**config.mk**
```make
export PLATFORM = sky130hd
export DESIGN_NAME = regfile_wr_arbiter
export DESIGN_NICKNAME = d
export VERILOG_FILES = /design/src/rtl/regfile_wr_arbiter_pkg.sv /design/src/rtl/regfile_wr_arbiter_mux.sv /design/src/rtl/regfile_wr_arbiter.sv
export SDC_FILE = /design/constraint.sdc
export NUM_CORES = 1
export LEC_CHECK = 0
export ABC_AREA = 1
export BUFFER_PORTS_ARGS = -buffer_cell sky130_fd_sc_hd__buf_2
export CORE_MARGIN = 3
export CORE_UTILIZATION = 46
export DETAILED_ROUTE_END_ITERATION = 7
export GPL_ROUTABILITY_DRIVEN = 0
export PLACE_DENSITY = 0.8
export SLEW_MARGIN = 20
export SYNTH_ARGS = -nofsm -noshare
export SYNTH_HDL_FRONTEND = slang
export SYNTH_HIERARCHICAL = 1
export SYNTH_SLANG_ARGS = --single-unit
export TNS_END_PERCENT = 100
```
**constraint.sdc**
```tcl
create_clock -name clk -period 2.5 [get_ports clk]
set_input_delay 0.125 -clock clk [delete_from_list [all_inputs] [get_ports clk]]
set_output_delay 0.125 -clock clk [all_outputs]
set_load 0.05 [all_outputs]
```
**src/rtl/regfile_wr_arbiter_pkg.sv**
```systemverilog
// Shared definitions for the register-file write arbiter: default widths,
// write-source encodings and the output-slot state encoding.
package regfile_wr_arbiter_pkg;

   localparam int ADDR_W = 5;
   localparam int DATA_W = 32;

   localparam logic SRC_ALU = 1'b0;
   localparam logic SRC_MEM = 1'b1;

   typedef enum logic {
      ST_EMPTY = 1'b0,
      ST_FULL  = 1'b1
   } state_e;

endpackage

```
**src/rtl/regfile_wr_arbiter_mux.sv**
```systemverilog
// Parameterized two-input multiplexer; sel = 1 picks in1.
module regfile_wr_arbiter_mux #(
   parameter int SIZE = 8
) (
   input  logic [SIZE-1:0] in0,
   input  logic [SIZE-1:0] in1,
   input  logic            sel,
   output logic [SIZE-1:0] out
);

   // select one of the two inputs
   always_comb begin
      if (sel) begin
         out = in1;
      end else begin
         out = in0;
      end
   end

endmodule

```
**src/rtl/regfile_wr_arbiter.sv**
```systemverilog
// Round-robin arbiter merging ALU and load writebacks onto one registered
// register-file write port; writes to address 0 are accepted and dropped.
module regfile_wr_arbiter #(
   parameter int ADDR_W = regfile_wr_arbiter_pkg::ADDR_W,
   parameter int DATA_W = regfile_wr_arbiter_pkg::DATA_W
) (
   input  logic              clk,
   input  logic              rst_n,
   input  logic              req0_valid,
   input  logic [ADDR_W-1:0] req0_addr,
   input  logic [DATA_W-1:0] req0_data,
   output logic              req0_ready,
   input  logic              req1_valid,
   input  logic [ADDR_W-1:0] req1_addr,
   input  logic [DATA_W-1:0] req1_data,
   output logic              req1_ready,
   output logic              wr_en,
   output logic [ADDR_W-1:0] wr_addr,
   output logic [DATA_W-1:0] wr_data,
   input  logic              wr_ready,
   output logic              wr_src,
   output logic [7:0]        conflict_cnt
);

   import regfile_wr_arbiter_pkg::*;

   state_e                    state_r;
   state_e                    state_s;
   logic                      prio_r;
   logic                      grant_s;
   logic                      slot_free_s;
   logic                      xfer_s;
   logic                      load_s;
   logic [ADDR_W+DATA_W-1:0]  sel_payload_s;
   logic [ADDR_W-1:0]         sel_addr_s;
   logic [DATA_W-1:0]         sel_data_s;

   regfile_wr_arbiter_mux #(
      .SIZE (ADDR_W + DATA_W)
   ) u_payload_mux (
      .in0 ({req0_addr, req0_data}),
      .in1 ({req1_addr, req1_data}),
      .sel (grant_s),
      .out (sel_payload_s)
   );

   assign {sel_addr_s, sel_data_s} = sel_payload_s;
   assign wr_en = (state_r == ST_FULL);

   // grant: lone valid requester wins, otherwise the round-robin pointer decides
   always_comb begin
      grant_s = SRC_ALU;
      if (req0_valid && req1_valid) begin
         grant_s = prio_r;
      end else if (req1_valid) begin
         grant_s = SRC_MEM;
      end else begin
         grant_s = SRC_ALU;
      end
   end

   // handshake and slot state transitions; a zero-address transfer never fills the slot
   always_comb begin
      state_s     = state_r;
      slot_free_s = (state_r == ST_EMPTY) || wr_ready;
      xfer_s      = rst_n && slot_free_s && (req0_valid || req1_valid);
      load_s      = xfer_s && (sel_addr_s != {ADDR_W{1'b0}});
      req0_ready  = rst_n && slot_free_s && req0_valid && (grant_s == SRC_ALU);
      req1_ready  = rst_n && slot_free_s && req1_valid && (grant_s == SRC_MEM);
      case (state_r)
         ST_EMPTY: begin
            if (load_s) begin
               state_s = ST_FULL;
            end else begin
               state_s = ST_EMPTY;
            end
         end
         ST_FULL: begin
            if (wr_ready && !load_s) begin
               state_s = ST_EMPTY;
            end else begin
               state_s = ST_FULL;
            end
         end
         default: state_s = ST_EMPTY;
      endcase
   end

   // slot register, round-robin pointer and saturating conflict counter
   always_ff @(posedge clk or negedge rst_n) begin
      if (!rst_n) begin
         state_r      <= ST_EMPTY;
         prio_r       <= 1'b0;
         wr_addr      <= {ADDR_W{1'b0}};
         wr_data      <= {DATA_W{1'b0}};
         wr_src       <= SRC_ALU;
         conflict_cnt <= 8'd0;
      end else begin
         state_r <= state_s;
         if (xfer_s) begin
            prio_r <= ~grant_s;
         end else begin
            prio_r <= prio_r;
         end
         if (load_s) begin
            wr_addr <= sel_addr_s;
            wr_data <= sel_data_s;
            wr_src  <= grant_s;
         end else begin
            wr_addr <= wr_addr;
            wr_data <= wr_data;
            wr_src  <= wr_src;
         end
         if (req0_valid && req1_valid && (conflict_cnt != 8'hFF)) begin
            conflict_cnt <= conflict_cnt + 8'd1;
         end else begin
            conflict_cnt <= conflict_cnt;
         end
      end
   end

endmodule

```
# ---- Word level (Yosys, flattened, before mapping)
# Index checks and enable logic that the tools add are counted.
dict set report classes {
  n_addsub 1
  n_eq_ne 1
  mux 6
  bitwise 2
  reduce_logical 14
}
# operator n
set ops {}
lappend ops {{37-bit two-way mux} 1}
lappend ops {{1-bit logical AND} 10}
lappend ops {{8-bit by 1-bit adder with 8-bit output, second input constant} 1}
lappend ops {{8-bit inequality test, second input constant} 1}
lappend ops {{5-bit nonzero test} 1}
lappend ops {{1-bit two-way mux} 4}
lappend ops {{1-bit logical OR} 2}
lappend ops {{1-bit NOT} 2}
lappend ops {{1-bit one-hot mux with 2 select lines} 1}
lappend ops {{1-bit zero test} 1}
dict set report totals {
  reg_bits 48
  inputBits 79
  output_inout_bits 49
  wordCells 30
}

# ---- Logic depth before layout (Yosys ltp)
# Gate-level depths: netlist (run 1).
dict set report logic_depth {
  word_depth 9
  depth_mapped 13
  mapped_depth_nobuf 10
}

# ---- Hierarchy
# The synthesis (run 1) kept the hierarchy.
# mod n_inst cells_each area_per_inst_um2 seq_area_each_um2
set modules_own_cells {}
lappend modules_own_cells {regfile_wr_arbiter 1 245 2075.7 1201.2}
lappend modules_own_cells {regfile_wr_arbiter_mux 1 119 488.0 0.0}

# ---- Least setup slack after synthesis (run 1)
# OpenSTA, ideal clock, no wires.
dict set report synth_path {
  kind {register -> register}
  from {register prio_r}
  to {register wr_data[0]}
  setup_time_ns 0.066
  t_arrival_ns 1.929
  required_ns 2.434
  setup_slack_ns 0.505
  path_stages_with_launch 14
  n_path_buf 3
  period_less_slack_ns 1.995
  cell_sequence {dfrtp_1 > inv_1 > a21boi_0 > inv_2 > buf_4 > nand2_1 > nand2_1 > nor3_4 > nand2_4 > nand2_2 > buf_6 > buf_6 > nand2_1 > nand2_1}
}
dict set report synth_via {
  elab_chain_len 4
}
# element line
set synth_lines {}
lappend synth_lines {{start: declaration} regfile_wr_arbiter.sv:29} ;# logic prio_r;
lappend synth_lines {{start signal: assignment} regfile_wr_arbiter.sv:101} ;# prio_r <= ~grant_s;
lappend synth_lines {{start signal: assignment} regfile_wr_arbiter.sv:103} ;# prio_r <= prio_r;
lappend synth_lines {{1-bit two-way mux} regfile_wr_arbiter.sv:53} ;# if (req0_valid && req1_valid) begin
lappend synth_lines {{net grant_s} regfile_wr_arbiter.sv:30} ;# logic grant_s;
lappend synth_lines {{37-bit two-way mux} regfile_wr_arbiter_mux.sv:13} ;# if (sel) begin
lappend synth_lines {{net sel_payload_s[35]} regfile_wr_arbiter.sv:34} ;# logic [ADDR_W+DATA_W-1:0] sel_payload_s;
lappend synth_lines {{5-bit nonzero test} regfile_wr_arbiter.sv:67} ;# load_s = xfer_s && (sel_addr_s != {ADDR_W{1'b0}});
lappend synth_lines {{1-bit logical AND} regfile_wr_arbiter.sv:67}
lappend synth_lines {{end signal: assignment} regfile_wr_arbiter.sv:95} ;# wr_data <= {DATA_W{1'b0}};
lappend synth_lines {{end signal: assignment} regfile_wr_arbiter.sv:107} ;# wr_data <= sel_data_s;
lappend synth_lines {{end signal: assignment} regfile_wr_arbiter.sv:111} ;# wr_data <= wr_data;
lappend synth_lines {{end: declaration} regfile_wr_arbiter.sv:19} ;# output logic [DATA_W-1:0] wr_data,
# The timed path passes the listed nets, and every way through them passes these cells.
# A chain may end at the register's enable or synchronous reset.

# ---- Worst setup path after layout (run 1)
dict set report layout_path {
  from {register prio_r}
  to {register wr_data[3]}
}
# Same word-level chain as after synthesis.

==> results.yml, run 1 <==
worst_setup_path:
  crit_required_ns: 2.74
  crit_buf_inv: 3
  crit_fanout: 22
  crit_family: "simple AND/OR/NAND/NOR gates"
  ff2ff_setup_slack_ns: 0.56
  crit_type: "flop to flop"
  crit_path_top_delay_cell: "dfrtp_1"
  worstReg2RegStart: "prio_r"
  cp_common_cell: "nand2_1"
  crit_path_start_kind: "flop"
  cp_cell_sequence: "inv_1 -> a21boi_4 -> buf_4 -> nand2_1 -> nand2_1 -> nor3_4 -> nand2_4 -> nand2_2 -> buf_12 -> nand2_1 -> nand2_1"
  reg2reg_to: "wr_data[3]"
  r2r_cells: 11
  slowest_delay_ns: 0.36
  arrival_ns: 2.18
  end_kind: "flop"
yosys:
  synthCells: 364
  synth_cell_types: 22
  synth_largest_area_cell: "dfrtp_1"
  syn_avg_cell_area_um2: 7.04
  synth_edf_count: 0
  ys_seq_elements: 48
  synth_common_cells: "215 x nand2_1, 48 x dfrtp_1, 45 x nand3_1"
  netlist_area_um2: 2560
  yosysMostFrequentCell: "nand2_1"
  seq_area_frac_synth_pct: 46.9
  syn-num-nets: 444
  synth_top_area_share_pct: 46.9
  synth.area.top_cells: "dfrtp_1 47%, nand2_1 31%, nand3_1 8.8%, buf_6 2.6%, inv_1 1.6%"
  synth_flop_cell: "dfrtp_1"
  synthArstFlopShare_pct: 100
  ys_warn_count: 6
power:
  power.share.combinational_pct: 44.7
  internal_power_mw: 1.56
  pwr-share-clk_pct: 18.5
  power.switching_mw: 1.36
  p_per_area_nw_per_um2: 869
  p_leak_nw: 2.07
  p_seq_share_pct: 36.7
  power_mw: 2.92
  peakVddDrop_mv: 0.379
  swShare_pct: 46.6
drt:
  met1_length_um: 2860
  wl_met3_um: 576
  vias_per_cell: 4.80
  antenna_left: 0
  avgRoutedWirePerCell_um: 12.1
  drtIter0Drc: 134
  drc: 0
  routed.top_layer: "met4"
  dr.pass1.iters: 4
  postRouteWirelength_um: 6750
  wl_met2_um: 3290
  via_count: 2687
sta:
  drv_slew: 0
  rsz0062_at_grt: "no"
  fmax_ghz: 0.515
  fin_ws_ns: 0.557
  slew_headroom_pct: 61.0
  period_minus_slack_ns: 1.94
  setup_viol: 0
  post-route-period-util_pct: 77.7
  fin_tns_setup_ns: 0
  hold_viol: 0
  fin_skew_ns: 0.00296
  worst_slew_pin_slew_ns: 0.585
clocking:
  post_cts_resized: 0
  cts_root_buf: "clkbuf_8"
  cts.htree.levels: 2
  clk_latency_ns: 0.29
  tritoncts_num_sinks: 48
  clk_pin_slew_ns: 0.08
  cts_tree: "done"
  cts_buffer_depth: 2
  numCtsBuffers: 5
grt:
  grt_pass1_vias: 2509
  grt_max_degree: 49
  grt_use_total_pct: 21.2
  antenna_found_initial: 0
  grt_pass1_wl_um: 10900
  grt-ovfl-total: 0
floorplan:
  die_w_um: 80.7
  pin_count: 128
  die_height_um: 80.7
  core_um2: 5240
  rows: 26
  start_util_pct: 48.9
  die_area_um2: 6510
flow_run:
  max_cap_violations: 0
layout:
  fin_util_pct: 64.2
  area_growth_pct: 31.1
  drive_above_1_share_pct: 30.4
  design_area_um2: 3360
  num_antenna_cells: 0
  fin_nets: 569
worst_hold_path:
  hold_path.class: "primary input to flop"
  min_to: "wr_en"
  hold_start: "wr_ready"
  worstHoldPathCells: 4
place:
  dp_hpwl_um: 4980
  place_area_um2: 3240
  placement.io_buffers: 127
  dp_slack_ns: 0.561
outcome:
  status: "complete, no violations"
final cells by class:
class	count	area, um^2
Timing Repair Buffer	136	718
Tap cell	70	87.6
Clock inverter	2	35.0
Fill cell	483	1880
Clock buffer	6	72.6
Multi-Input combinational cell	285	1200
Inverter	13	48.8
Sequential cell	48	1200
how the worst max path moves through the flow:
stage               depth (start not counted)    endpoint  slack, ns   start
floorplan                                  13  wr_data[0]       0.50  prio_r
global placement                           10       wr_en       0.66  prio_r
detailed placement                         11  wr_addr[0]       0.56  prio_r
CTS                                        11  wr_addr[0]       0.54  prio_r
global route                               11  wr_data[3]       0.35  prio_r
finish                                     11  wr_data[3]       0.56  prio_r
registers in the layout, summed over array words and instances, names as in the netlist:
| signal | cells |
|---|---|
| wr_en | 1 |
| wr_data | 32 |
| wr_src | 1 |
| conflict_cnt | 8 |
| wr_addr | 5 |
| prio_r | 1 |
stage by stage:
stage	instances	hold slack (ns)
2_1_floorplan	364	-0.171
3_3_place_gp	551	0.298
3_5_place_dp	551	0.301
4_1_cts	560	0.0874
5_1_grt	560	0.101
6_report	560	0.0970
layer usage:
layer | track usage, % | vias to the layer above
li1 | - | 1382
met1 | 26.1 | 1190
met2 | 37.7 | 113
met3 | 4.71 | 2
met4 | 5.07 | 0
met5 | 0 | -
logic make-up after synthesis:
| family | count (synthesis) | synth area share, % |
|---|---|---|
| AO/OA/AOI/OAI | 3 | 0.683 |
| adder cells (fa/ha/maj) | 1 | 0.488 |
| buffers and inverters | 31 | 7.03 |
| flip-flops | 48 | 46.9 |
| AND/OR/NAND/NOR | 281 | 44.9 |
worst register-to-register path: stages (launching register included):
cell and delay [ns]:
dfrtp_1 0.36, inv_1 0.10, a21boi_4 0.06, buf_4 0.21
nand2_1 0.11, nand2_1 0.11, nor3_4 0.24, nand2_4 0.07
nand2_2 0.29, buf_12 0.21, nand2_1 0.07, nand2_1 0.05
timing repair:
action	CTS	global route
hold endpoints to repair	48	0
hold buffers	1	0
setup buffers	0	0
power groups by stage:
stage               registers, mW  clock network (mW)  logic (mW)
finish                       1.07               0.541        1.31
global route                 1.09               0.593        1.41
CTS                          1.07               0.558        1.32
detailed placement           1.08                   0        1.32
global placement             1.09                   0        1.29
floorplan                    1.69                   0       0.355
placed cells by master (no fill, tap or decap):
cell type	synthesis	layout
dlygate4sd3_1	0	1
nand3_1	45	45
nand2_4	1	1
nand2_1	215	215
nor3_4	1	1
inv_2	1	1
a21oi_1	1	1
inv_1	11	11
buf_4	3	7
clkinv_2	0	1
o21ai_0	1	1
dfrtp_1	48	48
nor3_1	1	1
a21boi_4	0	1
clkbuf_1	3	1
nand4_1	2	2
bufinv_16	0	1
buf_12	0	1
nor2_4	0	1
nand3b_1	2	2
nand2_2	2	2
clkbuf_8	0	5
nor2_1	11	11
buf_2	6	127
ha_1	1	1
clkinv_1	1	1
No activity file was read; power rests on OpenSTA's default activity.
==> run 2: changes to the inputs <==
- clock period: 2.5 -> 2 ns (I/O delays scaled with it)
==> results.yml, run 2 (synthesis gave the netlist of run 1 again) <==
outcome:
  status: "complete, no violations"
floorplan:
  start_util_pct: 48.9
  rows: 26
  die_height_um: 80.7
  core_um2: 5240
  die_w_um: 80.7
  die_area_um2: 6510
  pin_count: 128
place:
  dp.cells: 555
  dp_hpwl_um: 5270
  place_area_um2: 3260
  dp_slack_ns: 0.139
  placement.io_buffers: 127
layout:
  num_antenna_cells: 0
  fin_nets: 574
  reg.largest.list: "wr_data: 32 flops, conflict_cnt: 8 flops, wr_addr: 5 flops"
  fin_cells: 564
  largest_reg_flops: 32
  area_growth_pct: 31.8
  most-common-layout-cells: "215 x nand2_1, 127 x buf_2, 48 x dfrtp_1"
  design_area_um2: 3380
  top_register: "wr_data"
  drive_above_1_share_pct: 31.2
  layout_commonest_cell: "nand2_1"
drt:
  dr.pass1.iters: 4
  vias_per_cell: 4.72
  drtIter0Drc: 105
  via_count: 2662
  postRouteWirelength_um: 6820
  avgRoutedWirePerCell_um: 12.1
  antenna_left: 0
  drc: 0
sta:
  period_minus_slack_ns: 1.78
  fin_tns_setup_ns: 0
  rsz0062_at_grt: "no"
  drv_slew: 0
  worst_slew_pin_slew_ns: 0.588
  hold_viol: 0
  fin_skew_ns: 0.00288
  fin_ws_ns: 0.221
  fmax_ghz: 0.562
  setup_viol: 0
  slew_headroom_pct: 60.8
  post-route-period-util_pct: 88.9
clocking:
  cts.htree.levels: 2
  cts_tree: "done"
  clk_pin_slew_ns: 0.08
  tritoncts_num_sinks: 48
  cts_root_buf: "clkbuf_8"
  numCtsBuffers: 5
  cts_buffer_depth: 2
  clk_latency_ns: 0.29
power:
  p_leak_nw: 2.08
  peakVddDrop_mv: 0.476
  p_per_area_nw_per_um2: 1060
grt:
  grt_pass1_wl_um: 11200
  grt_pass1_vias: 2513
  grt_max_degree: 49
  grt-ovfl-total: 0
  grt_use_total_pct: 22.1
  antenna_found_initial: 0
worst_hold_path:
  hold_path.class: "primary input to flop"
worst_setup_path:
  crit_type: "flop to flop"
  crit_path_start_kind: "flop"
  end_kind: "flop"
  crit_required_ns: 2.23
  arrival_ns: 2.01
  crit_fanout: 20
flow_run:
  max_cap_violations: 0
## run 2: what timing repair did
| item | CTS | global route |
|---|---|---|
| endpoints found under the setup margin | 0 | 39 |
| hold buffers | 1 | 0 |
| setup buffers | 0 | 1 |
| hold endpoints to repair | 48 | 0 |
| gates resized for setup | 0 | 1 |
## run 2: where the power goes
part	leakage, nW	internal, mW	switching [mW]	total (mW)
registers	0.598	1.19	0.149	1.34
logic	1.44	0.397	1.25	1.65
clock network	0.0503	0.308	0.296	0.604
total	2.08	1.90	1.70	3.59
## run 2: area by class of cell
class | count | area [um^2]
fillers | 500 | 1860
flip-flops and latches | 48 | 1200
multi-input cells | 285 | 1200
repair buffers | 141 | 747
clock buffers | 7 | 96.3
well taps | 70 | 87.6
inverters | 13 | 48.8
## run 2: worst paths after layout
path,start,to,slack (ns),cells after the start
min in group asynchronous,rst_n,conflict_cnt[7],0.47,3
min reg2reg,wr_data[10],wr_data[10],0.47,2
min,wr_ready,wr_en,0.08,4
max,prio_r,wr_data[22],0.22,11
max reg2reg,prio_r,wr_data[22],0.22,11
max in group asynchronous,rst_n,wr_data[17],1.13,3
## run 2: worst max-delay path, cell delays in order, from the launching register on
cell and delay [ns]:
dfrtp_1 0.33, inv_1 0.06, a21boi_4 0.21, inv_2 0.15, nand2_1 0.08, nand2_1 0.09
nor3_4 0.22, nand2_4 0.09, nand2_2 0.08, buf_4 0.24, nand2_1 0.08, nand2_1 0.07
## run 2: per-layer routing
metal	GRT usage, %	vias to the layer above	share of wire (%)
met5	0	-	0
met2	38.2	97	49
met1	27.9	1173	42
met4	5.74	0	1.1
met3	4.82	7	7.8
li1	-	1385	-
## run 2: per-stage QoR
step / utilization, % / hold WS [ns] / total power [mW]
after floorplan: - / -0.196 / 2.55
after global placement: 62.3 / 0.274 / 2.97
after detailed placement: 62.3 / 0.280 / 3.01
after CTS: 64.3 / 0.0691 / 3.62
after global routing: 64.5 / 0.0982 / 3.82
final: 64.5 / 0.0779 / 3.59
==> run 3: changes to the inputs <==
==> constraint.sdc (replaced) <==
create_clock -name clk -period 2 [get_ports clk]
set_input_delay 0.3 -clock clk [delete_from_list [all_inputs] [get_ports clk]]
set_output_delay 0.3 -clock clk [all_outputs]
set_load 0.05 [all_outputs]
==> results.yml, run 3 (synthesis gave the netlist of run 1 again) <==
grt:
  antenna_found_initial: 0
  grt_max_degree: 49
  grt_pass1_vias: 2505
  grt_pass1_wl_um: 10800
  grt_use_total_pct: 20.9
  grt-ovfl-total: 0
drt:
  antenna_left: 0
  vias_per_cell: 4.76
  drtIter0Drc: 141
  dr.pass1.iters: 4
  via_count: 2667
  drc: 0
  postRouteWirelength_um: 6630
  avgRoutedWirePerCell_um: 11.8
worst_setup_path:
  worstReg2RegStart: "prio_r"
  arrival_ns: 1.52
  crit_type: "flop to output port"
  reg2reg_to: "wr_addr[1]"
  crit_path_start_kind: "flop"
  r2r_cells: 10
  ff2ff_setup_slack_ns: 0.26
  crit_required_ns: 1.70
  end_kind: "output port"
  crit_fanout: 16
clocking:
  post_cts_resized: 0
  cts_tree: "done"
  numCtsBuffers: 5
  cts.htree.levels: 2
  cts_hold_buffers: 0
  cts_root_buf: "clkbuf_8"
  clk_pin_slew_ns: 0.08
  clk_latency_ns: 0.28
  cts_buffer_depth: 2
  post_cts_buffers: 0
  tritoncts_num_sinks: 48
layout:
  top_register: "wr_data"
  num_antenna_cells: 0
  most-common-layout-cells: "215 x nand2_1, 127 x buf_2, 48 x dfrtp_1"
  fin_nets: 569
  multiInputGateArea_um2: 1200
  area_growth_pct: 30.4
  largest_reg_flops: 32
  layout_commonest_cell: "nand2_1"
  fin_cells: 560
  design_area_um2: 3340
  nFillCells: 500
  fin_util_pct: 63.8
  drive_above_1_share_pct: 30.4
  register_area_um2: 1200
  reg.largest.list: "wr_data: 32 flops, conflict_cnt: 8 flops, wr_addr: 5 flops"
sta:
  period_minus_slack_ns: 1.82
  fin_skew_ns: 0.00203
  drv_slew: 0
  post-route-period-util_pct: 91.0
  hold_viol: 0
  setup_viol: 0
  worst_slew_pin_slew_ns: 0.591
  whs_ns: 0.133
  fin_tns_setup_ns: 0
  fmax_ghz: 0.550
  rsz0062_at_grt: "no"
  fin_ws_ns: 0.181
  slew_headroom_pct: 60.6
worst_hold_path:
  hold_path.class: "primary input to async pin"
floorplan:
  die_w_um: 80.7
  core_um2: 5240
  pin_count: 128
  rows: 26
  die_height_um: 80.7
  die_area_um2: 6510
  start_util_pct: 48.9
power:
  peakVddDrop_mv: 0.443
  power_mw: 3.54
  p_leak_nw: 2.06
  p_per_area_nw_per_um2: 1060
place:
  dp_hpwl_um: 4980
  dp.cells: 552
  placement.io_buffers: 127
  place_area_um2: 3250
  dp_slack_ns: 0.221
flow_run:
  max_cap_violations: 0
outcome:
  status: "complete, no violations"
[run 3: cell count changes in the layout (fill, tap and decap cells not counted)]
| cell | previous run | this run |
|---|---|---|
| clkbuf_1 | 0 | 2 |
| buf_6 | 1 | 0 |
| clkbuf_8 | 7 | 6 |
| buf_12 | 0 | 1 |
| dlygate4sd3_1 | 1 | 0 |
| buf_4 | 12 | 8 |
[run 3: where the power goes]
part	switching [mW]	internal (mW)
clock	0.286	0.282
combinational	1.25	0.390
sequential	0.148	1.19
total	1.68	1.86
[run 3: worst max path at each step]
| stage | startpoint | end | cells after the start |
|---|---|---|---|
| after detailed placement | req0_valid | wr_addr[1] | 10 |
| after global placement | req0_valid | wr_data[2] | 10 |
| after floorplan | prio_r | wr_data[0] | 13 |
| after CTS | prio_r | req1_ready | 6 |
| final | prio_r | req1_ready | 6 |
| after global routing | prio_r | wr_data[8] | 10 |
[run 3: routing by layer]
metal | routed length [um] | GRT usage (%)
met2 | 3170 | 37.1
met3 | 527 | 3.92
met5 | 0 | 0
met1 | 2890 | 26.2
met4 | 39 | 5.07
[run 3: layout make-up]
type	count	share of cell area [%]
sequential	48	35.9
tap	70	2.62
inverter	13	1.46
multi-input combinational	285	35.9
timing repair buffer	136	21.4
clock buffer	8	2.70
[run 3: worst max-delay path: stages, from the launching register on]
cell	delay, ns
dfrtp_1	0.33
inv_1	0.07
a21boi_4	0.16
buf_4	0.23
inv_1	0.08
nor2_1	0.10
buf_2	0.27
